$ cat src/rtl/ram_arb_pkg.sv
// Shared encodings for the ST RAM slot arbiter: cycle owners and the
// phase positions of the strobe edges inside an 8-clock memory cycle.
package ram_arb_pkg;

  typedef enum logic [2:0] {
    OWN_NONE = 3'd0,
    OWN_CPU  = 3'd1,
    OWN_VID  = 3'd2,
    OWN_SND  = 3'd3,
    OWN_DSK  = 3'd4,
    OWN_REF  = 3'd5
  } owner_e;

  localparam logic [2:0] RAM_ON   = 3'd0;
  localparam logic [2:0] RAS_ON   = 3'd1;
  localparam logic [2:0] WE_ON    = 3'd2;
  localparam logic [2:0] LATCH_PH = 3'd5;
  // Every strobe is released on the ack phase, which closes the cycle.
  localparam logic [2:0] ACK_PH   = 3'd7;

  function automatic logic is_data_owner(input owner_e o);
    return (o == OWN_CPU) || (o == OWN_VID) || (o == OWN_SND) || (o == OWN_DSK);
  endfunction

endpackage

$ cat src/rtl/ram_arb_refresh.sv
// Refresh scheduler: counts DMA slots down and raises a sticky refresh
// request every REFRESH_SLOTS slots until a refresh cycle is granted.
module ram_arb_refresh #(
  parameter int REFRESH_SLOTS = 16,
  parameter int REF_CNT_W     = 5
) (
  input  logic clk32,
  input  logic resb,
  input  logic dma_start,
  input  logic ref_grant,
  output logic ref_pend
);

  localparam logic [REF_CNT_W-1:0] RELOAD = REF_CNT_W'(REFRESH_SLOTS - 1);

  logic [REF_CNT_W-1:0] cnt_q;
  logic [REF_CNT_W-1:0] cnt_nx;
  logic                 pend_q;
  logic                 pend_nx;

  always_comb begin
    cnt_nx  = cnt_q;
    pend_nx = pend_q;
    if (dma_start) begin
      cnt_nx = (cnt_q == '0) ? RELOAD : cnt_q - 1'b1;
    end
    if (ref_grant) begin
      pend_nx = 1'b0;
    end
    // A fresh expiry on the grant edge is a new request, so it wins.
    if (dma_start && (cnt_nx == '0)) begin
      pend_nx = 1'b1;
    end
  end

  always_ff @(posedge clk32) begin
    if (!resb) begin
      cnt_q  <= RELOAD;
      pend_q <= 1'b0;
    end else begin
      cnt_q  <= cnt_nx;
      pend_q <= pend_nx;
    end
  end

  assign ref_pend = pend_q;

endmodule

$ cat src/rtl/ram_slot_arbiter.sv
// ST RAM slot arbiter: splits clk32 into 8-clock memory cycles, alternates
// CPU and DMA slots, picks the owner per slot and generates RAM strobes.
//
// owner    | meaning
// ---------+-----------------------------------------------
// OWN_NONE | idle cycle, all strobes inactive
// OWN_CPU  | CPU access, direction from cpu_rw
// OWN_VID  | shifter load (read, latch strobe at phase 5)
// OWN_SND  | DMA sound fetch (read)
// OWN_DSK  | disk/ACSI DMA, direction from dsk_rw
// OWN_REF  | refresh cycle: RAS only, refresh high
module ram_slot_arbiter
  import ram_arb_pkg::*;
#(
  parameter int REFRESH_SLOTS = 16,
  parameter bit CPU_STEAL     = 1'b1,
  parameter int REF_CNT_W     = 5
) (
  input  logic       clk32,
  input  logic       resb,
  input  logic       cpu_req,
  input  logic       cpu_rw,
  input  logic       vid_req,
  input  logic       snd_req,
  input  logic       dsk_req,
  input  logic       dsk_rw,
  output logic [2:0] owner,
  output logic       slot,
  output logic [2:0] phase,
  output logic       ram_n,
  output logic       ras_n,
  output logic       we_n,
  output logic       latch,
  output logic       refresh,
  output logic       cpu_ack,
  output logic       vid_ack,
  output logic       snd_ack,
  output logic       dsk_ack
);

  owner_e owner_q;
  owner_e owner_nx;
  logic   armed_q;
  logic   rd_q;
  logic   rd_nx;
  logic   wrap;
  logic   slot_nx;
  logic [2:0] phase_nx;
  logic   dma_start;
  logic   ref_grant;
  logic   ref_pend;
  logic   data_nx;
  logic   ram_n_nx;
  logic   ras_n_nx;
  logic   we_n_nx;
  logic   latch_nx;
  logic   refresh_nx;
  logic   ack_nx;

  ram_arb_refresh #(
    .REFRESH_SLOTS(REFRESH_SLOTS),
    .REF_CNT_W    (REF_CNT_W)
  ) u_refresh (
    .clk32    (clk32),
    .resb     (resb),
    .dma_start(dma_start),
    .ref_grant(ref_grant),
    .ref_pend (ref_pend)
  );

  always_comb begin
    // The first edge out of reset acts as a wrap so the first cycle is a CPU slot.
    wrap     = !armed_q || (phase == 3'd7);
    phase_nx = wrap ? 3'd0 : phase + 3'd1;
    slot_nx  = wrap ? ~slot : slot;
    owner_nx = owner_q;
    rd_nx    = rd_q;

    if (wrap) begin
      owner_nx = OWN_NONE;
      rd_nx    = 1'b1;
      if (!slot_nx) begin
        if (cpu_req) begin
          owner_nx = OWN_CPU;
          rd_nx    = cpu_rw;
        end
      end else if (vid_req) begin
        owner_nx = OWN_VID;
      end else if (ref_pend) begin
        owner_nx = OWN_REF;
      end else if (snd_req) begin
        owner_nx = OWN_SND;
      end else if (dsk_req) begin
        owner_nx = OWN_DSK;
        rd_nx    = dsk_rw;
      end else if (CPU_STEAL && cpu_req) begin
        owner_nx = OWN_CPU;
        rd_nx    = cpu_rw;
      end
    end

    dma_start = wrap && slot_nx;
    ref_grant = wrap && (owner_nx == OWN_REF);

    // Strobes are computed from next-state so the registered outputs line up with phase.
    data_nx    = is_data_owner(owner_nx);
    ram_n_nx   = !(data_nx && (phase_nx >= RAM_ON) && (phase_nx < ACK_PH));
    ras_n_nx   = !((data_nx || (owner_nx == OWN_REF)) &&
                   (phase_nx >= RAS_ON) && (phase_nx < ACK_PH));
    we_n_nx    = !(data_nx && !rd_nx && (phase_nx >= WE_ON) && (phase_nx < ACK_PH));
    latch_nx   = data_nx && rd_nx && (phase_nx == LATCH_PH);
    refresh_nx = (owner_nx == OWN_REF);
    ack_nx     = (phase_nx == ACK_PH);
  end

  always_ff @(posedge clk32) begin
    if (!resb) begin
      phase   <= 3'd0;
      slot    <= 1'b1;
      armed_q <= 1'b0;
      owner_q <= OWN_NONE;
      rd_q    <= 1'b1;
      ram_n   <= 1'b1;
      ras_n   <= 1'b1;
      we_n    <= 1'b1;
      latch   <= 1'b0;
      refresh <= 1'b0;
      cpu_ack <= 1'b0;
      vid_ack <= 1'b0;
      snd_ack <= 1'b0;
      dsk_ack <= 1'b0;
    end else begin
      phase   <= phase_nx;
      slot    <= slot_nx;
      armed_q <= 1'b1;
      owner_q <= owner_nx;
      rd_q    <= rd_nx;
      ram_n   <= ram_n_nx;
      ras_n   <= ras_n_nx;
      we_n    <= we_n_nx;
      latch   <= latch_nx;
      refresh <= refresh_nx;
      cpu_ack <= ack_nx && (owner_nx == OWN_CPU);
      vid_ack <= ack_nx && (owner_nx == OWN_VID);
      snd_ack <= ack_nx && (owner_nx == OWN_SND);
      dsk_ack <= ack_nx && (owner_nx == OWN_DSK);
    end
  end

  assign owner = owner_q;

endmodule

$ cat config.mk
export PLATFORM = sky130hd
export DESIGN_NAME = ram_slot_arbiter
export DESIGN_NICKNAME = d
export VERILOG_FILES = /design/src/rtl/ram_arb_pkg.sv /design/src/rtl/ram_arb_refresh.sv /design/src/rtl/ram_slot_arbiter.sv
export SDC_FILE = /design/constraint.sdc
export NUM_CORES = 1
export LEC_CHECK = 0
export CORE_MARGIN = 2
export CORE_UTILIZATION = 51
export DETAILED_ROUTE_END_ITERATION = 7
export GPL_ROUTABILITY_DRIVEN = 0
export PLACE_DENSITY = 0.79
export SYNTH_ARGS = -nofsm -noshare
export SYNTH_HDL_FRONTEND = slang
export SYNTH_HIERARCHICAL = 1
export SYNTH_SLANG_ARGS = --single-unit
$ cat constraint.sdc
create_clock -name clk32 -period 5.3 [get_ports clk32]
set_clock_uncertainty 0.05 [all_clocks]
set_input_delay 0.53 -clock clk32 [delete_from_list [all_inputs] [get_ports clk32]]
set_output_delay 0.53 -clock clk32 [all_outputs]
set_load 0.05 [all_outputs]
==> impl_results.md, run 1 <==
* First-iteration detailed-routing DRC count at 24
* Max IR drop VDD at 0.208 mV
* Hold-fix buffers, CTS at 0
* Final core occ at 0.680
* Layout cell share with drive strength beyond 1 at 0.0530
* Synth Instances at 107
* Synth warn at 6
* Worst hold slack at 0.443 ns
* H-tree levels at 1
* IO Port Bufs at 23
* Routed via count at 849
* Slew @ Worst Pin at 0.529 ns
* Largest net degree at the start of global routing at 18
* Final-report max-slew violation count at 0
* Crit path max-delay cell type: dfxtp_1
* Max-cap violations at 0
* Max incr delay on CP at 0.37 ns
* Total negative slack at 0 ns
* Synth Area in Adders at 0.0497
* Asr flop ratio synth at 0
* Initial Utilization at 0.530
* First-pass GRT wire length at 3.39 mm
* TritonCTS Buffers at 3
* Post-route ant nets at 0
* Clock Root Buffer: clkbuf_4
* XOR/XNOR Fraction of Synth Area at 0.0348
* PnR worst setup slack at 2.66 ns
* Row count at 16
* Critical path class: reg2reg
* Number of antenna diodes at 0
* PD cells at 266 mW/mm^2
* Synth area leaders: dfxtp_1 48%, nand2_1 5.6%, ha_1 5.0%
* CP Cell Sequence: ha_1, ha_1, nor2b_4, inv_2, ha_1, nor2_1, a21boi_1, o22ai_1, a21oi_1, o221ai_1
* Synth Register Bits at 24
* First drt pass iteration count at 4
* Most frequent cells in the layout: 24 x dfxtp_1, 23 x clkdlybuf4s50_1, 15 x nand2_1
* Leak at 0.541 nW
* Routed wire length at 1.89 mm
* Period utilization at 0.499
* Min-delay worst type: reg2reg
* Total track usage at 0.178
* Largest register FFs at 5
* Min-delay src: u_refresh/cnt_q[4]$_SDFF_PN0_
* DRC at 0
* Boundary Pins at 24
* Critical R2R Launch: phase[0]$_SDFF_PN0_
* Clock Pin Slew Worst Setup and Hold Paths at 0.13 ns
* Crit-path max FO at 9
* Vias in the first global route at 794
* Share of Yosys cell area claimed by the top area cell type at 0.477
* Status: finished, final reports clean
* Global route overflow at 0
* Avg Cell Area, Syn at 9.41 sq um
* Biggest register: u_refresh/cnt_q
* Full die area at 0.00235 sq mm
* Setup Buffers After CTS at 0
* Synth Area in Compound Gates at 0.120
* Initial antenna violation count at 0
* Post-synthesis cell area at 0.00101 sq mm
* Nets@finish at 145
* Post-synth top flop: dfxtp_1
* Post-synthesis simple-gate area fraction at 0.284
* RSZ-0062 raised after global routing: no
* CTS Sinks at 24
* Post-synthesis cell type count at 38
* Syn_nets at 119
* CP startpoint: phase[0]$_SDFF_PN0_
* Die height at 48.4 um
* Post-route cell area at 0.00129 sq mm
* Area Growth Syn to Fin at 28.3%
* CP dominant cell by count: ha_1
* Worst skew pair latency at 0.30 ns
* Post-synthesis mux area share at 0
* Crit. End Element: flip-flop
* Commonest non-fill, non-tap cell in the layout: dfxtp_1
* Die X-Extent at 48.4 um
* Pre-CTS WS at 2.69 ns
* Tmin final at 2.64 ns
* Worst path arrival time at 2.74 ns
* Drt wl/cell at 11.9 um
* Seq/Total Area, Yosys at 0.477
* CP Launch Type: flip-flop
* Main combinational cell family by area after synthesis: simple AND/OR/NAND/NOR gates
* Critical Path RT at 5.40 ns
* TritonCTS clock tree: yes
* Via density at 5.34
* Post-synth EDFFs at 0
* Cell taking the most area after synthesis: dfxtp_1
* Dpl cell area at 0.00126 sq mm
* Worst slew margin at 0.646
* Resize count post-CTS at 0
* Peak Freq at 378 MHz
* Hold Vio Cnt, Final at 0
* Area of the core at 0.00190 sq mm
* DP Wirelength at 1.48 mm
* # setup viols final at 0
* CTS max path bufs at 2
-- final timing paths --
path | depth (start not counted) | slack [ns] | end
worst min-delay path | 1 | 0.44 | u_refresh/cnt_q[4]$_SDFF_PN0_
worst max register to register | 10 | 2.66 | ram_n$_SDFF_PN1_
worst max-delay path | 10 | 2.66 | ram_n$_SDFF_PN1_
worst min register to register | 1 | 0.44 | u_refresh/cnt_q[4]$_SDFF_PN0_
-- layout make-up --
type | instances | area (sq um)
Tap cell | 27 | 33.8
Clock buffer | 4 | 36.3
Fill cell | 152 | 609
Sequential cell | 24 | 480
Multi-Input combinational cell | 76 | 493
Timing Repair Buffer | 23 | 230
Inverter | 5 | 18.8
-- through the flow --
stage | power [mW] | cells
2_1_floorplan | 0.236 | 107
3_3_place_gp | 0.255 | 155
3_5_place_dp | 0.256 | 155
4_1_cts | 0.346 | 159
5_1_grt | 0.360 | 159
6_report | 0.343 | 159
-- report_power, final --
group | internal [mW] | total [mW] | switching (mW)
clock | 0.0418 | 0.0911 | 0.0493
sequential | 0.187 | 0.191 | 0.00396
combinational | 0.0242 | 0.0616 | 0.0374
total | 0.253 | 0.343 | 0.0907
-- cells in the mapped netlist (2+ instances only) --
cell	instances
dfxtp_1	24
nand2_1	15
nor2_1	7
ha_1	4
inv_1	4
nand3_1	4
o21ai_0	4
a21oi_1	3
and3_1	3
nand2b_1	3
nor2b_1	3
and2_1	2
nand3b_1	2
nor3_1	2
o211ai_1	2
xnor2_1	2
xor2_1	2
-- worst max-delay path, delay by kind of cell, from the launching register on --
family	cells	cell delay (ns)
buffers and inverters	1	0.11
adders and majority gates	3	0.77
and+or+nand+nor	2	0.40
DFF	1	0.37
AOI/OAI and AO/OA	4	0.82
-- kinds of logic (layout without fill, tap and decap cells) --
kind of cell | count (synthesis) | count (layout)
and+or+nand+nor | 51 | 51
buffers and inverters | 7 | 32
adders and majority gates | 4 | 4
AOI/OAI and AO/OA | 17 | 17
xor gates and xnor gates | 4 | 4
DFF | 24 | 24
-- routing by layer --
metal	up-vias	global-route usage	share of wire
met1	394	0.233	0.45
met3	4	0.0278	0.050
met2	30	0.310	0.49
li1	421	-	-
met5	-	0	0
met4	0	0.0429	0.0090
Note: power is estimated with default switching activity, not from simulation.
==> run 2, diff against run 1 <==
Settings changed: CORE_UTILIZATION 51 to 47, PLACE_DENSITY 0.79 to 0.73.
Clock period 5.3 ns to 2.5 ns, I/O delays scaled along.
==> run 2 against run 1 <==
Compared with the run above:
- non-clock buffer count rose by 3
- core utilization fell by 0.73 points
- routed wire length rose by 8.0%
- design area rose by 3.1%
- register-to-register slack got worse by 2.5 ns
- combinational power rose by 130%
- via count fell by 1.1%
- maximum frequency rose by 13%
==> impl_results.md, run 2 (same netlist as run 1, synthesis figures left out) <==
* Max incr delay on CP at 0.36 ns (about the same)
* Worst path arrival time at 2.49 ns (-0.25 ns)
* Fill count at 163 (+7.2%)
* PnR Total Power at 0.742 mW (+120%)
* Worst hold slack at 0.418 ns (-0.0256 ns)
* Clock Pin Slew Worst Setup and Hold Paths at 0.12 ns (about the same)
* Commonest non-fill, non-tap cell in the layout: clkdlybuf4s50_1
* Max-cap violations at 0 (unchanged)
* CP Launch Type: flip-flop
* Post-route ant nets at 0 (unchanged)
* Setup Buffers After CTS at 0 (unchanged)
* H-tree levels at 1 (unchanged)
* DP Wirelength at 1.55 mm (+5.0%)
* Crit path max-delay cell type: dfxtp_2
* Reg area at 483 sq um (+0.52%)
* TritonCTS Buffers at 3 (unchanged)
* Hold-fix buffers, CTS at 0 (unchanged)
* Crit-path max FO at 7 (-2)
* Tmin final at 2.34 ns (-0.305 ns)
* Peak Freq at 428 MHz (+13%)
* Most frequent cells in the layout: 23 x clkdlybuf4s50_1, 22 x dfxtp_1, 15 x nand2_1
* Routed wire length at 2.04 mm (+8.0%)
* Layout cell share with drive strength beyond 1 at 0.104 (+0.0507)
* Crit path max-delay family: adder cells
* Total track usage at 0.177 (-0.000859)
* Max IR drop VDD at 0.444 mV (+110%)
* Period utilization at 0.936 (+0.437)
* Area Growth Syn to Fin at 32.3%
* Slew @ Worst Pin at 0.510 ns (-0.0187 ns)
* Combined area of the multi-input logic cells at 508 sq um (+3.0%)
* Largest register FFs at 5 (unchanged)
* Worst slew margin at 0.659 (+0.0125)
* First-iteration detailed-routing DRC count at 10 (-58%)
* # setup viols final at 0 (unchanged)
* Nets@finish at 148 (+2.1%)
* Placed cell count at 158 (+1.9%)
* CTS max path bufs at 2 (unchanged)
* PD cells at 557 mW/mm^2 (+110%)
* Min-delay worst type: reg2reg
* CTS Sinks at 24 (unchanged)
* RSZ-0062 raised after global routing: no
* First-pass GRT wire length at 3.49 mm (+3.1%)
* Critical Path RT at 2.65 ns (-2.75 ns)
* Biggest register: u_refresh/cnt_q
* Row count at 16 (unchanged)
* Initial antenna violation count at 0 (unchanged)
* Largest net degree at the start of global routing at 17 (-1)
* Boundary Pins at 24 (unchanged)
* Number of antenna diodes at 0 (unchanged)
* CP dominant cell by count: ha_1
* Status: finished, final reports clean
* Hold Vio Cnt, Final at 0 (unchanged)
* Final-report max-slew violation count at 0 (unchanged)
* Full die area at 0.00253 sq mm (+7.8%)
* Routed via count at 840 (-1.1%)
* Clock Root Buffer: clkbuf_4
* Dpl cell area at 0.00128 sq mm (+2.0%)
* Via density at 5.19 (-2.9%)
* TritonCTS clock tree: yes
* Leak at 0.556 nW (+2.7%)
* Global route overflow at 0 (unchanged)
* Area of the core at 0.00198 sq mm (+4.2%)
* First drt pass iteration count at 4 (unchanged)
* Die X-Extent at 50.3 um (+3.8%)
* CP Cell Sequence: ha_1, ha_1, nor2b_4, inv_2, ha_4, nor2_2, a21boi_1, o22a_1, nand2_1, nor2_1, nand3b_1, o21ai_0
* IO Port Bufs at 23 (unchanged)
* Total negative slack at 0 ns (unchanged)
* Vias in the first global route at 818 (+3.0%)
* Initial Utilization at 0.508 (-0.0214)
* DRC at 0 (unchanged)
* Drt wl/cell at 12.6 um (+6.0%)
* Crit. End Element: flip-flop
* Worst skew pair latency at 0.30 ns (about the same)
* Post-route cell area at 0.00133 sq mm (+3.1%)
* Non-filler cells, final at 162 (+1.9%)
* Die height at 50.3 um (+3.8%)
* Critical path class: reg2reg
* Crit path buffers/inverters at 1 (unchanged)
[run 2: changes by cell type in the layout (fill, tap and decap cells not counted), sizes merged]
cell,before,now
buf,0,3
[run 2: area by class of cell]
cell class,count,share of cell area
multi-input cells,76,0.381
flip-flops and latches,24,0.362
repair buffers,26,0.190
clock buffers,4,0.0272
well taps,27,0.0254
inverters,5,0.0141
[run 2: path summary, 6_finish.rpt]
kind                                     startpoint                              end  slack (ns)  cells past startpoint
worst max-delay path            phase[0]$_SDFF_PN0_  u_refresh/ref_pend$_SDFFE_PN0P_        0.16                     12
worst min-delay path            phase[0]$_SDFF_PN0_              phase[0]$_SDFF_PN0_        0.42                      1
worst min register to register  phase[0]$_SDFF_PN0_              phase[0]$_SDFF_PN0_        0.42                      1
worst max register to register  phase[0]$_SDFF_PN0_  u_refresh/ref_pend$_SDFFE_PN0P_        0.16                     12
[run 2: metal layers]
| layer | vias to the layer above | wire [um] | global-route usage |
|---|---|---|---|
| li1 | 429 | - | - |
| met1 | 380 | 974 | 0.240 |
| met2 | 25 | 953 | 0.292 |
| met3 | 6 | 91 | 0.0179 |
| met4 | 0 | 25 | 0.0676 |
| met5 | - | 0 | 0 |
[run 2: timing repair]
action                                 in CTS  in global routing
setup endpoints to repair                   0                  5
endpoints found under the hold margin       0                  0
gates resized for setup                     0                  2
[run 2: power breakdown]
group	internal, mW	switching [mW]
combinational	0.0597	0.0832
clock	0.0888	0.106
sequential	0.396	0.00869
total	0.544	0.198
[run 2: stage by stage]
| step | util | setup WS (ns) |
|---|---|---|
| finish | 0.672 | 0.161 |
| global route | 0.672 | 0.0408 |
| global placement | 0.646 | 0.167 |
| CTS | 0.665 | 0.0807 |
| detailed placement | 0.646 | 0.0865 |
| floorplan | - | 0.0241 |
==> run 3, diff against run 2 <==
Settings changed: CORE_UTILIZATION 47 to 50, CTS_BUF_LIST set to sky130_fd_sc_hd__clkbuf_2 sky130_fd_sc_hd__clkbuf_4 sky130_fd_sc_hd__clkbuf_8, PLACE_DENSITY 0.73 to 0.9.
==> run 3 against run 2 <==
Compared with the run above:
- core utilization increased by 3.0 points
- global-route usage rose by 2.1 points
- die area decreased by 5.5%
- register-to-register slack barely moved
- cell count did not move
- design area increased by 1.3%
- clock power grew 42%
- setup slack is essentially flat
- combinational power is essentially flat
- via count is 2.7% higher
==> impl_results.md, run 3 (same netlist as run 1, synthesis figures left out) <==
* Commonest non-fill, non-tap cell in the layout: clkdlybuf4s50_1
* CTS max path bufs at 2 (unchanged)
* Status: finished, final reports clean
* Number of antenna diodes at 0 (unchanged)
* # setup viols final at 0 (unchanged)
* CP dominant cell by count: ha_1
* Routed via count at 863 (+2.7%)
* Critical path depth at 12 (unchanged)
* CP Cell Sequence: ha_1, ha_1, nor2b_4, inv_2, ha_1, nor2_2, a21boi_2, o22a_1, nand2_1, nor2_1, nand3b_1, o21ai_0
* IO Port Bufs at 23 (unchanged)
* Layout cell share with drive strength beyond 1 at 0.119 (+0.0148)
* TritonCTS Buffers at 3 (unchanged)
* First-pass GRT wire length at 3.75 mm (+7.3%)
* PnR worst setup slack at 0.161 ns (+0.0000840 ns)
* Min-delay worst type: reg2reg
* Worst path arrival time at 2.50 ns (about the same)
* Global route overflow at 0 (unchanged)
* Slew @ Worst Pin at 0.508 ns (-0.00189 ns)
* Nets@finish at 148 (unchanged)
* Pint at 0.615 mW (+13%)
* Most frequent cells in the layout: 23 x clkdlybuf4s50_1, 22 x dfxtp_1, 15 x nand2_1
* Post-route ant nets at 0 (unchanged)
* Largest net degree at the start of global routing at 15 (-2)
* Via density at 5.33 (+2.7%)
* Routed wire length at 2.16 mm (+5.7%)
* CTS Sinks at 24 (unchanged)
* Final core occ at 0.702 (+0.0301)
* Non-filler cells, final at 162 (unchanged)
* Crit. End Element: flip-flop
* Row count at 16 (unchanged)
* Total track usage at 0.198 (+0.0209)
* TritonCTS clock tree: yes
* Critical Path RT at 2.66 ns (about the same)
* Max-cap violations at 0 (unchanged)
* Die height at 48.9 um (-2.8%)
* Boundary Pins at 24 (unchanged)
* Vias in the first global route at 863 (+5.5%)
* Worst skew pair latency at 0.31 ns (about the same)
* Cell count of the worst reg-to-reg path at 12 (unchanged)
* Crit path max-delay family: adder cells
* DRC at 0 (unchanged)
* Biggest register: u_refresh/cnt_q
* Clock Pin Slew Worst Setup and Hold Paths at 0.14 ns (+0.02 ns)
* Area of the core at 0.00192 sq mm (-3.0%)
* Clock share of power at 0.337 (+0.074)
* Max incr delay on CP at 0.36 ns (about the same)
* First drt pass iteration count at 4 (unchanged)
* Worst hold stages at 1 (unchanged)
* Initial Utilization at 0.524 (+0.0159)
* Tmin final at 2.34 ns (-0.0000840 ns)
* Setup Buffers After CTS at 0 (unchanged)
* Final-report max-slew violation count at 0 (unchanged)
* Largest register FFs at 5 (unchanged)
* Sw power at 0.209 mW (+5.3%)
* Area Growth Syn to Fin at 34.0%
* Resize count post-CTS at 0 (unchanged)
* Peak Freq at 428 MHz (about the same)
* Crit path buffers/inverters at 1 (unchanged)
* Leak at 0.568 nW (+2.2%)
* CP Launch Type: flip-flop
* Flop pwr share at 0.491 (-0.054)
* Hold-fix buffers, CTS at 0 (unchanged)
* Fill count at 156 (-4.3%)
* First-iteration detailed-routing DRC count at 21 (+11)
* Pre-CTS WS at 0.0365 ns (-0.0500 ns)
* Period utilization at 0.936 (about the same)
* Hold Vio Cnt, Final at 0 (unchanged)
* Worst hold slack at 0.427 ns (+0.00877 ns)
* Critical path class: reg2reg
* Full die area at 0.00239 sq mm (-5.5%)
* H-tree levels at 1 (unchanged)
* Placed cell count at 158 (unchanged)
* Comb pwr share at 0.172 (-0.020)
* Drt wl/cell at 13.3 um (+5.7%)
* Worst slew margin at 0.660 (+0.00126)
* Die X-Extent at 48.9 um (-2.8%)
* Crit-path max FO at 5 (-2)
* Max IR drop VDD at 0.407 mV (-8.4%)
* DP Wirelength at 1.61 mm (+3.4%)
* Crit path max-delay cell type: dfxtp_2
* Initial antenna violation count at 0 (unchanged)
* PD cells at 610 mW/mm^2 (+9.5%)
* Sw frac at 0.253 (-0.0136)
* Clock Root Buffer: clkbuf_4
## run 3: changes by cell type in the layout (fill, tap and decap cells not counted), sizes merged
cell	change
bufinv	+1
clkbuf	-1
## run 3: cell type report
type | count | area (sq um) | share of cell area
multi-input cells | 76 | 509 | 0.377
inverters | 5 | 18.8 | 0.0139
clock buffers | 3 | 22.5 | 0.0167
well taps | 27 | 33.8 | 0.0250
clock inverters | 1 | 30.0 | 0.0222
flip-flops and latches | 24 | 483 | 0.358
repair buffers | 26 | 253 | 0.187
## run 3: power by group through the flow
stage	clock [mW]	combinational, mW	sequential [mW]
2_1_floorplan	0	0.0554	0.445
3_5_place_dp	0	0.135	0.413
5_1_grt	0.296	0.154	0.406
4_1_cts	0.279	0.137	0.404
3_3_place_gp	0	0.131	0.412
6_report	0.277	0.142	0.405
## run 3: worst paths after layout
kind	slack [ns]	end	startpoint
setup / recovery	0.16	u_refresh/ref_pend$_SDFFE_PN0P_	phase[0]$_SDFF_PN0_
hold / removal	0.43	phase[0]$_SDFF_PN0_	phase[0]$_SDFF_PN0_
setup reg to reg	0.16	u_refresh/ref_pend$_SDFFE_PN0P_	phase[0]$_SDFF_PN0_
hold reg to reg	0.43	phase[0]$_SDFF_PN0_	phase[0]$_SDFF_PN0_
## run 3: per-layer routing
layer  vias to the layer above  routed length (um)  GRT usage
met4                         0                  13     0.0619
met5                         -                   0          0
met1                       401                 965      0.238
li1                        431                   -          -
met2                        29                1090      0.370
met3                         2                  89     0.0184
## run 3: through the flow
| step | power (mW) | instance area (sq um) | setup TNS [ns] |
|---|---|---|---|
| floorplan | 0.500 | 1010 | 0 |
| global placement | 0.543 | 1280 | 0 |
| detailed placement | 0.548 | 1280 | 0 |
| CTS | 0.820 | 1330 | 0 |
| global route | 0.857 | 1350 | -0.00165 |
| finish | 0.823 | 1350 | 0 |
